## src/rtl/pc_sequencer_if.sv

```systemverilog
// Request/status bundle between the decode control logic (master) and the
// program counter sequencer (slave).
interface pc_sequencer_if #(
   parameter int WIDTH       = 32,
   parameter int STACK_DEPTH = 4
);
   localparam int DEPTH_W = $clog2(STACK_DEPTH) + 1;

   logic               start;
   logic               halt_req;
   logic               stall;
   logic               branch;
   logic               call;
   logic               ret;
   logic [WIDTH-1:0]   branch_target;
   logic [WIDTH-1:0]   pc_max;
   logic [WIDTH-1:0]   pc;
   logic               pc_valid;
   logic [1:0]         state;
   logic [DEPTH_W-1:0] depth;
   logic               overflow;
   logic               underflow;
   logic               bad_target;

   modport master (
      output start, halt_req, stall, branch, call, ret, branch_target, pc_max,
      input  pc, pc_valid, state, depth, overflow, underflow, bad_target
   );

   modport slave (
      input  start, halt_req, stall, branch, call, ret, branch_target, pc_max,
      output pc, pc_valid, state, depth, overflow, underflow, bad_target
   );
endinterface

```

## src/rtl/pc_sequencer.sv

```systemverilog
// Program counter sequencer: start/halt, stall, branch, call/return through a
// small return-address stack, and wrap-around at a programmable pc_max.
module pc_sequencer #(
   parameter int WIDTH       = 32,
   parameter int STACK_DEPTH = 4
) (
   input  logic          clock,
   input  logic          reset,
   pc_sequencer_if.slave bus
);
   localparam int PTR_W   = $clog2(STACK_DEPTH);
   localparam int DEPTH_W = PTR_W + 1;

   localparam logic [WIDTH-1:0]   PC_ZERO    = {WIDTH{1'b0}};
   localparam logic [WIDTH-1:0]   PC_ONE     = WIDTH'(1);
   localparam logic [DEPTH_W-1:0] DEPTH_ZERO = {DEPTH_W{1'b0}};
   localparam logic [DEPTH_W-1:0] DEPTH_ONE  = DEPTH_W'(1);
   localparam logic [DEPTH_W-1:0] DEPTH_FULL = DEPTH_W'(STACK_DEPTH);

   typedef enum logic [1:0] {
      ST_IDLE   = 2'd0,
      ST_RUN    = 2'd1,
      ST_HALTED = 2'd2
   } state_e;

   state_e             state_q, state_d;
   logic [WIDTH-1:0]   pc_q, pc_d;
   logic [DEPTH_W-1:0] depth_q, depth_d;
   logic               overflow_q, overflow_d;
   logic               underflow_q, underflow_d;
   logic               bad_target_q, bad_target_d;
   logic [WIDTH-1:0]   stack_q [STACK_DEPTH];

   logic               push_s;
   logic [PTR_W-1:0]   push_idx_s;
   logic [PTR_W-1:0]   top_idx_s;
   logic [WIDTH-1:0]   nxt_pc_s;
   logic               target_bad_s;
   logic               stack_full_s;
   logic               stack_empty_s;

   // The >= test wraps before pc+1 can overflow and also covers pc_max shrinking below pc.
   function automatic logic [WIDTH-1:0] next_pc(input logic [WIDTH-1:0] cur,
                                                input logic [WIDTH-1:0] lim);
      logic [WIDTH-1:0] result;
      if (cur >= lim) begin
         result = PC_ZERO;
      end else begin
         result = cur + PC_ONE;
      end
      return result;
   endfunction

   assign nxt_pc_s      = next_pc(pc_q, bus.pc_max);
   assign target_bad_s  = (bus.branch_target > bus.pc_max);
   assign stack_full_s  = (depth_q == DEPTH_FULL);
   assign stack_empty_s = (depth_q == DEPTH_ZERO);
   assign push_idx_s    = depth_q[PTR_W-1:0];
   assign top_idx_s     = PTR_W'(depth_q - DEPTH_ONE);

   always_comb begin
      state_d      = state_q;
      pc_d         = pc_q;
      depth_d      = depth_q;
      overflow_d   = overflow_q;
      underflow_d  = underflow_q;
      bad_target_d = bad_target_q;
      push_s       = 1'b0;

      case (state_q)
         ST_IDLE, ST_HALTED: begin
            if (bus.start) begin
               state_d      = ST_RUN;
               pc_d         = PC_ZERO;
               depth_d      = DEPTH_ZERO;
               overflow_d   = 1'b0;
               underflow_d  = 1'b0;
               bad_target_d = 1'b0;
            end else if (state_q == ST_IDLE) begin
               pc_d = PC_ZERO;
            end else begin
               pc_d = pc_q;
            end
         end
         ST_RUN: begin
            // Strict priority: exactly one request acts per cycle, the rest are dropped.
            if (bus.halt_req) begin
               state_d = ST_HALTED;
            end else if (bus.stall) begin
               pc_d = pc_q;
            end else if (bus.ret) begin
               if (stack_empty_s) begin
                  underflow_d = 1'b1;
                  pc_d        = PC_ZERO;
               end else begin
                  pc_d    = stack_q[top_idx_s];
                  depth_d = depth_q - DEPTH_ONE;
               end
            end else if (bus.call) begin
               if (stack_full_s) begin
                  overflow_d = 1'b1;
                  pc_d       = nxt_pc_s;
               end else if (target_bad_s) begin
                  bad_target_d = 1'b1;
                  pc_d         = PC_ZERO;
               end else begin
                  push_s  = 1'b1;
                  depth_d = depth_q + DEPTH_ONE;
                  pc_d    = bus.branch_target;
               end
            end else if (bus.branch) begin
               if (target_bad_s) begin
                  bad_target_d = 1'b1;
                  pc_d         = PC_ZERO;
               end else begin
                  pc_d = bus.branch_target;
               end
            end else begin
               pc_d = nxt_pc_s;
            end
         end
         default: begin
            state_d = ST_IDLE;
            pc_d    = PC_ZERO;
            depth_d = DEPTH_ZERO;
         end
      endcase
   end

   always_ff @(posedge clock or negedge reset) begin
      if (!reset) begin
         state_q      <= ST_IDLE;
         pc_q         <= PC_ZERO;
         depth_q      <= DEPTH_ZERO;
         overflow_q   <= 1'b0;
         underflow_q  <= 1'b0;
         bad_target_q <= 1'b0;
      end else begin
         state_q      <= state_d;
         pc_q         <= pc_d;
         depth_q      <= depth_d;
         overflow_q   <= overflow_d;
         underflow_q  <= underflow_d;
         bad_target_q <= bad_target_d;
      end
   end

   always_ff @(posedge clock or negedge reset) begin
      if (!reset) begin
         for (int i = 0; i < STACK_DEPTH; i++) begin
            stack_q[i] <= PC_ZERO;
         end
      end else if (push_s) begin
         stack_q[push_idx_s] <= nxt_pc_s;
      end
   end

   assign bus.pc         = pc_q;
   assign bus.pc_valid   = (state_q == ST_RUN) && !bus.stall;
   assign bus.state      = state_q;
   assign bus.depth      = depth_q;
   assign bus.overflow   = overflow_q;
   assign bus.underflow  = underflow_q;
   assign bus.bad_target = bad_target_q;
endmodule

```

## src/flat_wrapper.sv

```systemverilog
// flat-port wrapper written by rule: the top's interface ports become plain ports
module pc_sequencer_flat 
#(
   parameter int WIDTH       = 32,
   parameter int STACK_DEPTH = 4
)
  (clock, reset, bus_start, bus_halt_req, bus_stall, bus_branch, bus_call, bus_ret, bus_branch_target, bus_pc_max, bus_pc, bus_pc_valid, bus_state, bus_depth, bus_overflow, bus_underflow, bus_bad_target);
  pc_sequencer_if #(.WIDTH(WIDTH), .STACK_DEPTH(STACK_DEPTH)) bus_i ();
  input  logic clock;
  input  logic reset;
  input wire logic [$bits(bus_i.start)-1:0] bus_start;
  input wire logic [$bits(bus_i.halt_req)-1:0] bus_halt_req;
  input wire logic [$bits(bus_i.stall)-1:0] bus_stall;
  input wire logic [$bits(bus_i.branch)-1:0] bus_branch;
  input wire logic [$bits(bus_i.call)-1:0] bus_call;
  input wire logic [$bits(bus_i.ret)-1:0] bus_ret;
  input wire logic [$bits(bus_i.branch_target)-1:0] bus_branch_target;
  input wire logic [$bits(bus_i.pc_max)-1:0] bus_pc_max;
  output wire logic [$bits(bus_i.pc)-1:0] bus_pc;
  output wire logic [$bits(bus_i.pc_valid)-1:0] bus_pc_valid;
  output wire logic [$bits(bus_i.state)-1:0] bus_state;
  output wire logic [$bits(bus_i.depth)-1:0] bus_depth;
  output wire logic [$bits(bus_i.overflow)-1:0] bus_overflow;
  output wire logic [$bits(bus_i.underflow)-1:0] bus_underflow;
  output wire logic [$bits(bus_i.bad_target)-1:0] bus_bad_target;
  assign bus_i.start = bus_start;
  assign bus_i.halt_req = bus_halt_req;
  assign bus_i.stall = bus_stall;
  assign bus_i.branch = bus_branch;
  assign bus_i.call = bus_call;
  assign bus_i.ret = bus_ret;
  assign bus_i.branch_target = bus_branch_target;
  assign bus_i.pc_max = bus_pc_max;
  assign bus_pc = bus_i.pc;
  assign bus_pc_valid = bus_i.pc_valid;
  assign bus_state = bus_i.state;
  assign bus_depth = bus_i.depth;
  assign bus_overflow = bus_i.overflow;
  assign bus_underflow = bus_i.underflow;
  assign bus_bad_target = bus_i.bad_target;
  pc_sequencer #(.WIDTH(WIDTH), .STACK_DEPTH(STACK_DEPTH)) u_core (.clock(clock), .reset(reset), .bus(bus_i));
endmodule
```

## config.mk

```make
export PLATFORM = sky130hd
export DESIGN_NAME = pc_sequencer_flat
export DESIGN_NICKNAME = d
export VERILOG_FILES = /design/src/rtl/pc_sequencer_if.sv /design/src/rtl/pc_sequencer.sv /design/src/flat_wrapper.sv
export SDC_FILE = /design/constraint.sdc
export NUM_CORES = 1
export LEC_CHECK = 0
export BUFFER_PORTS_ARGS = -buffer_cell sky130_fd_sc_hd__buf_2
export CORE_UTILIZATION = 58
export DETAILED_ROUTE_END_ITERATION = 12
export PLACE_DENSITY = 0.85
export SETUP_SLACK_MARGIN = 0.2
export SLEW_MARGIN = 25
export SYNTH_ARGS = -nofsm -noshare
export SYNTH_HDL_FRONTEND = slang
export SYNTH_SLANG_ARGS = --single-unit
export TNS_END_PERCENT = 10
```

## constraint.sdc

```tcl
create_clock -name clock -period 3.5 [get_ports clock]
set_input_delay 0.175 -clock clock [delete_from_list [all_inputs] [get_ports clock]]
set_output_delay 0.175 -clock clock [all_outputs]
set_load 0.1 [all_outputs]
```

Word level (Yosys, flattened, before mapping) --
Cells that the tools add are included. Widths: inputs -> output; s select.
Word-level totals: logic and storage cells 109, input bits 72, output and inout bits 41, register bits after elaboration 168
Operators by class: multiplexer cells 57, bitwise logic cells 2, $add $sub $neg 3, $lt $le $gt $ge 5, reduce and logical (&&, ||, !) cells 13, equal/unequal tests 19
Operators by type and width (number):
- $mux 32 | 14
- $bwmux 128 | 1
- $bmux 32 s2 | 1
- $demux 32 s2 | 1
- $pmux 32 s2 | 1
- $add 32x1->32 const B | 1
- $ge 32x32->1 | 1
- $gt 32x32->1 | 1
- $mux 1 | 24
- $mux 3 | 8
- $reduce_and 7->1 | 3
- $ne 3x3->1 const B | 6
- $ne 2x2->1 const B | 7
- $ge 3x3->1 const B | 2
- $not 2->3 | 2
- $pmux 1 s2 | 3
- $pmux 3 s2 | 1
- $reduce_and 6->1 | 1
- $mux 2 | 2
- $ne 2x1->1 const B | 2
- $pmux 2 s2 | 1
- $add 3x1->3 const B | 1
- $eq 3x3->1 const B | 1
- $logic_not 3->1 | 1
- 12 further kinds | 13

Logic depth before layout (Yosys ltp) --
Gate-level depths: netlist of the first run.
depth after elaboration 10, mapped depth 13, depth with buffers taken out 10

Worst setup path after synthesis of the first run --
Ideal clock, no wire load.
path type flip-flop to flip-flop, from register u_core.depth_q[0] (netlist: u_core.bus.depth[0]), to register u_core.pc_q[23] (netlist: u_core.bus.pc[23]), cell stages (with the launch flop) 10, setup time 127 ps, data arrival time 3678 ps, path slack -305 ps, buffers on the path 4, cells stage by stage dfrtp_1 -> clkbuf_1 -> buf_1 -> inv_1 -> ha_1 -> clkbuf_1 -> clkbuf_1 -> mux4_2 -> a22o_1 -> a221o_1
Between the ends: word-level cells in the longest chain between the ends 10, elaborated cells on any way between the ends 14
RTL lines:
- from (decl) | line pc_sequencer.sv:28 | logic [DEPTH_W-1:0] depth_q, depth_d;
- from (signal assigned) | line pc_sequencer.sv:141 | depth_q <= depth_d;
- $sub 3x1->3 | line pc_sequencer.sv:59 | assign top_idx_s = PTR_W'(depth_q - DEPTH_ONE);
- $not 2->3 (not written as such) | line pc_sequencer.sv:96 | pc_d = stack_q[top_idx_s];
- $bmux 32 s2 | line pc_sequencer.sv:96
- $mux 32 (not written as such) (2 in series) | line pc_sequencer.sv:96
- $mux 32 | line pc_sequencer.sv:92 | if (stack_empty_s) begin
- $mux 32 * | line pc_sequencer.sv:91 | end else if (bus.ret) begin
- $mux 32 * | line pc_sequencer.sv:89 | end else if (bus.stall) begin
- $mux 32 * | line pc_sequencer.sv:87 | if (bus.halt_req) begin
- $pmux 32 s2 * | line pc_sequencer.sv:70 | case (state_q)
- to (signal assigned) | line pc_sequencer.sv:140 | pc_q <= pc_d;
- to (decl) | line pc_sequencer.sv:27 | logic [WIDTH-1:0] pc_q, pc_d;
Every way passes the cells marked *; elsewhere a longest branch is shown, timed or not. The select of a mux whose other input is x is not followed. A chain may end at the register's enable or synchronous reset.

Worst setup path in the final report of the first run --
from register u_core.pc_q[17] (netlist: u_core.bus.pc[17]), to register u_core.stack_q[104] in the netlist's numbering
Between the ends: word-level cells in the longest chain between the ends 3
RTL lines:
- $ge 32x32->1 | line pc_sequencer.sv:46 | if (cur >= lim) begin
- $mux 32 | line pc_sequencer.sv:46
- $bwmux 128 | line pc_sequencer.sv:154 | stack_q[push_idx_s] <= nxt_pc_s;
- to (signal, indexed assignment) | line pc_sequencer.sv:154
- to (decl) | line pc_sequencer.sv:32 | logic [WIDTH-1:0] stack_q [STACK_DEPTH];
Every way passes these cells.

==> reports/qor.yml, run 1 <==
cts_num_sinks: 168
rsz0062_at_grt: "false"
worstSkewPairLatency_ns: 0.43
crit_slowest_cell: "dfrtp_1"
worstPathCellList: "ha_1 -> a21oi_1 -> o21ai_1 -> a221oi_2 -> a2111o_1 -> a41o_1 -> buf_4 -> nand3_1 -> o21ai_0"
slew-limit-headroom: 0.265
critPathKind: "reg2reg"
antenna_cells: 0
crit_path_end: "u_core.stack_q[104]"
layout-drive-gt1-share: 0.193
ant_nets: 0
drtIter0Drc: 1313
clk_path_buf_depth: 2
synth-seq-cells: 168
final_nets: 1292
reg2reg_depth: 9
fillers: 1170
p_clk_frac: 0.326
worst-path-buf-inv: 1
clkTransAtPathRegs_ns: 0.07
synth_top_cell_by_area: "dfrtp_1"
cp.required_ns: 3.81
combPwrFrac: 0.319
grt_pass1_wl_um: 44100
period_needed_ns: 3.21
gp_congestion: 0.963
p_int_uw: 4020
row_count: 47
p_leak_uw: 0.00539
yosysSeqAreaShare: 0.419
status: "completed"
netSwitchingPower_uw: 2490
synth_nets: 1197
drc_errors: 0
path_max_fanout: 29
synth-edff-count: 0
critPathLaunch: "u_core.bus.pc[17]"
hold_class: "in2reg"
synth_area_um2: 10000
dpl_worst_slack_ns: 0.327
start_util: 0.599
cp_data_arrival_time_ns: 3.52
avgSynthCellArea_um2: 9.51
cts_buffers: 17
setup_ws_ns: 0.289
synthCells: 1055
seq_power_share: 0.356
hold_slack_ns: 0.00911
swShare: 0.382
r2r-start: "u_core.bus.pc[17]"
dieArea_um2: 17800
path_delay_family: "compound AO/OA/AOI/OAI gates"
finClkSkew_ns: 0.0156
ys_top_cells_by_area: "dfrtp_1, ha_1, o21ai_0, mux4_2, nand2_1"
cts_tree: "built"
dp_hpwl_um: 19200
syn2layout_area_growth_pct: 14.9
port_buffers: 112
routedWlPerCell_um: 20.2
critPathCaptureType: "flop"
antenna_found_initial: 0
r2r-end: "u_core.stack_q[104]"
hold_violations: 0
die_x_um: 134
dr.pass1.iters: 6
die_h_um: 134
path_depth: 9
vias: 8861
tightest_slew_ns: 1.10
cts_htree_levels: 4
ioPinCount: 113
ff2ff_setup_slack_ns: 0.29
cp_slowest_stage_delay_ns: 0.48
grt_overflow: 0
vdd_drop_max_v: 0.000409
min_period_over_period: 0.917
setup_viol: 0
synth_ff_type: "dfrtp_1"
postCtsSetupBuffers: 0
ys_types: 61
gr-usage-all-layers: 0.323
wl_um: 28000
async_reset_ff_frac: 1.00
fmax_mhz: 311
report.final.slew_viol_count: 0
grt_pass1_vias: 8383
routed_via_density: 6.41
yosys_warnings: 0
cts_root_buffer: "clkbuf_16"
cap_viol_max_count: 0
p_per_area_nw_per_um2: 565
yosysTopAreaCellShare: 0.419
setup_tns_ns: 0
core_area_um2: 16800
cp-start-kind: "flop"
grt_max_degree: 98
state kept, by name, summed over array words and instances, names as in the netlist:
name                   flops
u_core.bus.depth           3
u_core.bus.state           2
u_core.stack_q           128
u_core.bus.overflow        1
u_core.bus.underflow       1
u_core.bus.bad_target      1
u_core.bus.pc             32
repair_timing:
| item | in CTS | in global routing |
|---|---|---|
| resized for setup | 0 | 1 |
| hold buffers | 2 | 0 |
| setup endpoints to repair | 0 | 46 |
| hold endpoints to repair | 96 | 0 |
through the flow:
step,instance area (µm²),std cells,power (µW),utilization
floorplan,10000,1055,3850,-
global placement,10800,1349,4320,0.647
detailed placement,10800,1349,4360,0.647
CTS,11500,1383,6480,0.687
global route,11500,1383,6750,0.688
finish,11500,1383,6510,0.688
final cells by class:
cell class	instances	area [µm²]	share of cell area
clock buffers	22	464	0.0403
clock inverters	10	190	0.0165
inverters	53	199	0.0173
multi-input cells	774	5380	0.466
flip-flops and latches	168	4210	0.365
well taps	220	275	0.0239
repair buffers	136	815	0.0707
cell usage in the layout, fill, tap and decap left out, types with 4 or more instances in the layout:
cell       Yosys  layout
nor2b_1       26      26
mux4_2        32      32
xnor2_1       14      14
buf_2          5     111
inv_1         53      53
xor2_1        16      16
o21a_1         4       4
o21ai_0      146     146
nor3_1        18      18
nor2_1        51      51
a221oi_2      16      17
nand4_1       15      15
buf_12         0       5
a21o_1         9       9
ha_1          70      70
buf_4          2      17
and3_1         7       7
o22ai_1       10      10
o2bb2ai_1     12      12
clkbuf_16      0      17
dfrtp_1      168     167
mux2_2         5       5
nand3_1       48      48
a221oi_1      11       9
nand2_1      165     165
bufinv_16      0       5
nand2b_1       4       4
o21ai_1        4       4
a21oi_1       44      44
layer usage:
metal  up-vias  global-route usage  share of wire
met2       518               0.490           0.45
met1      4259               0.450           0.41
met5         -                   0              0
met3        93              0.0628          0.091
met4         0               0.148          0.046
li1       3991                   -              -
cell families after synthesis:
logic type | after synthesis | share of synthesized area
flops | 168 | 0.419
fa+ha+maj | 70 | 0.0873
mux | 37 | 0.0774
buf+inv | 113 | 0.0475
xor+xnor | 30 | 0.0262
simple gates | 348 | 0.157
compound gates | 289 | 0.185
worst min-delay path: stages:
cell and delay (ns):
buf_2 0.10, nand3_1 0.06, o221ai_1 0.07
power groups by stage:
stage               Clock (µW)  Sequential (µW)  Combinational (µW)
floorplan                    0             2790                1050
global placement             0             2340                1990
detailed placement           0             2340                2020
CTS                       2120             2310                2050
global route              2190             2340                2210
finish                    2120             2320                2070
how the worst min path moves through the flow:
stage	slack [ns]	startpoint	cells past startpoint	endpoint
floorplan	-0.12	reset	0	u_core.bus.bad_target
global placement	0.33	reset	1	u_core.stack_q[117]
detailed placement	0.33	reset	1	u_core.stack_q[117]
CTS	0.003	bus_branch_target[16]	3	u_core.bus.pc[16]
global route	0.02	bus_branch_target[16]	3	u_core.bus.pc[16]
finish	0.009	bus_branch_target[16]	3	u_core.bus.pc[16]
synth_stat cells, drive strengths merged, types with 2 or more instances:
cell	instances
dfrtp	168
nand2	166
o21ai	150
ha	70
inv	53
nor2	51
nand3	48
clkbuf	46
a21oi	44
mux4	32
a221oi	27
nor2b	26
nor3	18
nand4	16
xor2	16
buf	14
xnor2	14
o2bb2ai	12
o22ai	10
a21o	9
and3	7
mux2	5
nand2b	4
nor4	4
o21a	4
a211oi	3
a221o	3
a22o	3
a22oi	3
and4	3
a21boi	2
a2bb2oi	2
a32oi	2
o211ai	2
o221ai	2
No activity file was read; power rests on OpenSTA's default activity.
==> inputs of run 2 (changes only) <==
Settings changed: CORE_ASPECT_RATIO set to 2.
==> run 2 against run 1 <==
  * Total power grew 1.6%
  * Cell area grew 0.91%
  * Die area grew 0.18%
  * Sequential power shrank 2%
  * Setup slack gained 0.018 ns
  * Clock power grew 3%
==> reports/qor.yml, run 2 (same netlist as run 1, synthesis figures left out) <==
final_core_util: 0.690
die_x_um: 95
routed_via_density: 6.49
final_nets: 1299
hold_violations: 0
dieArea_um2: 17900
grt_max_degree: 99
wl_um: 28900
start_util: 0.595
min_period_over_period: 0.912
drc_errors: 0
p_leak_uw: 0.00546
report.final.slew_viol_count: 0
tightest_slew_ns: 0.896
cts_root_buffer: "clkbuf_16"
grt_overflow: 0
hold_class: "in2reg"
setup_viol: 0
largest_reg_flops: 128
antenna_found_initial: 0
cp-start-kind: "flop"
cp.required_ns: 3.86
vias: 8933
path_max_fanout: 9
row_count: 67
core_area_um2: 16800
layout-drive-gt1-share: 0.201
slew-limit-headroom: 0.403
cts_buffers: 17
syn2layout_area_growth_pct: 15.9
cp_slowest_stage_delay_ns: 0.60
worst-path-buf-inv: 1
die_h_um: 188
cts_htree_levels: 4
dp_hpwl_um: 19900
dr.pass1.iters: 6
grt_pass1_wl_um: 46700
path_delay_family: "compound AO/OA/AOI/OAI gates"
gp_congestion: 0.964
worstPathCellList: "ha_1 -> a21oi_1 -> o21ai_0 -> a221oi_4 -> nand3_1 -> buf_4 -> o21ai_0 -> o2bb2ai_1"
critPathCaptureType: "flop"
cp_common_cell: "o21ai_0"
ant_nets: 0
cts_num_sinks: 168
place_inst: 1342
clk_path_buf_depth: 2
antenna_cells: 0
ioPinCount: 113
critPathKind: "reg2reg"
gr-usage-all-layers: 0.348
setup_tns_ns: 0
vdd_drop_max_v: 0.000385
p_per_area_nw_per_um2: 568
port_buffers: 112
clkTransAtPathRegs_ns: 0.07
drtIter0Drc: 790
rsz0062_at_grt: "true"
regMostFlops: "u_core.stack_q"
cap_viol_max_count: 0
worstSkewPairLatency_ns: 0.43
grt_pass1_vias: 8989
cts_tree: "built"
period_needed_ns: 3.19
stdcell_count: 1376
cp_data_arrival_time_ns: 3.56
crit_slowest_cell: "a221oi_4"
layout_commonest_cell: "dfrtp_1"
finClkSkew_ns: 0.00866
dpl_cell_area_um2: 10900
routedWlPerCell_um: 21.0
fmax_mhz: 313
status: "completed"
fin_area_um2: 11600
final_cell_mix: "dfrtp_1, nand2_1, o21ai_0, buf_2, ha_1"
[run 2: cell type report]
class	count	area, µm²
sequential	168	4210
inverter	53	199
timing repair buffer	143	883
fill	1227	5220
clock inverter	10	214
multi-input combinational	774	5390
tap	207	259
clock buffer	21	480
[run 2: metrics by stage]
step	setup slack (ns)	hold slack (ns)	total power (µW)
2_1_floorplan	0.279	-0.121	3850
3_3_place_gp	0.0991	0.329	4350
3_5_place_dp	0.109	0.331	4390
4_1_cts	0.219	0.0133	6590
5_1_grt	0.181	0.0416	6870
6_report	0.308	0.0148	6610
[run 2: worst paths after layout]
path	start	to	slack (ns)	cells past startpoint
setup / recovery	u_core.bus.pc[25]	u_core.bus.pc[29]	0.31	8
hold / removal	bus_branch_target[16]	u_core.bus.pc[16]	0.01	3
setup reg to reg	u_core.bus.pc[25]	u_core.bus.pc[29]	0.31	8
hold reg to reg	u_core.stack_q[56]	u_core.stack_q[56]	0.47	2
max in group asynchronous	reset	u_core.bus.pc[4]	2.29	3
min in group asynchronous	reset	u_core.stack_q[116]	0.39	2
[run 2: tightest hold or removal path: cells and delay by family]
family	cells	cell delay, ns
buf+inv	1	0.10
compound gates	1	0.07
simple gates	1	0.06
[run 2: timing repair]
action,in CTS,in global routing
setup endpoints to repair,0,150
hold endpoints to repair,96,0
hold buffers,2,0
resized for setup,0,4
buffers inserted,0,1
[run 2: report_power, final]
group / switching (µW) / internal [µW]
logic: 1520 / 622
clock network: 779 / 1420
registers: 173 / 2100
total: 2470 / 4140
[run 2: routing by layer]
metal	track usage	part of all wire	vias to the layer above
met1	0.396	0.36	4295
li1	-	-	4003
met4	0.256	0.074	0
met5	0	0	-
met2	0.545	0.50	489
met3	0.0977	0.071	146
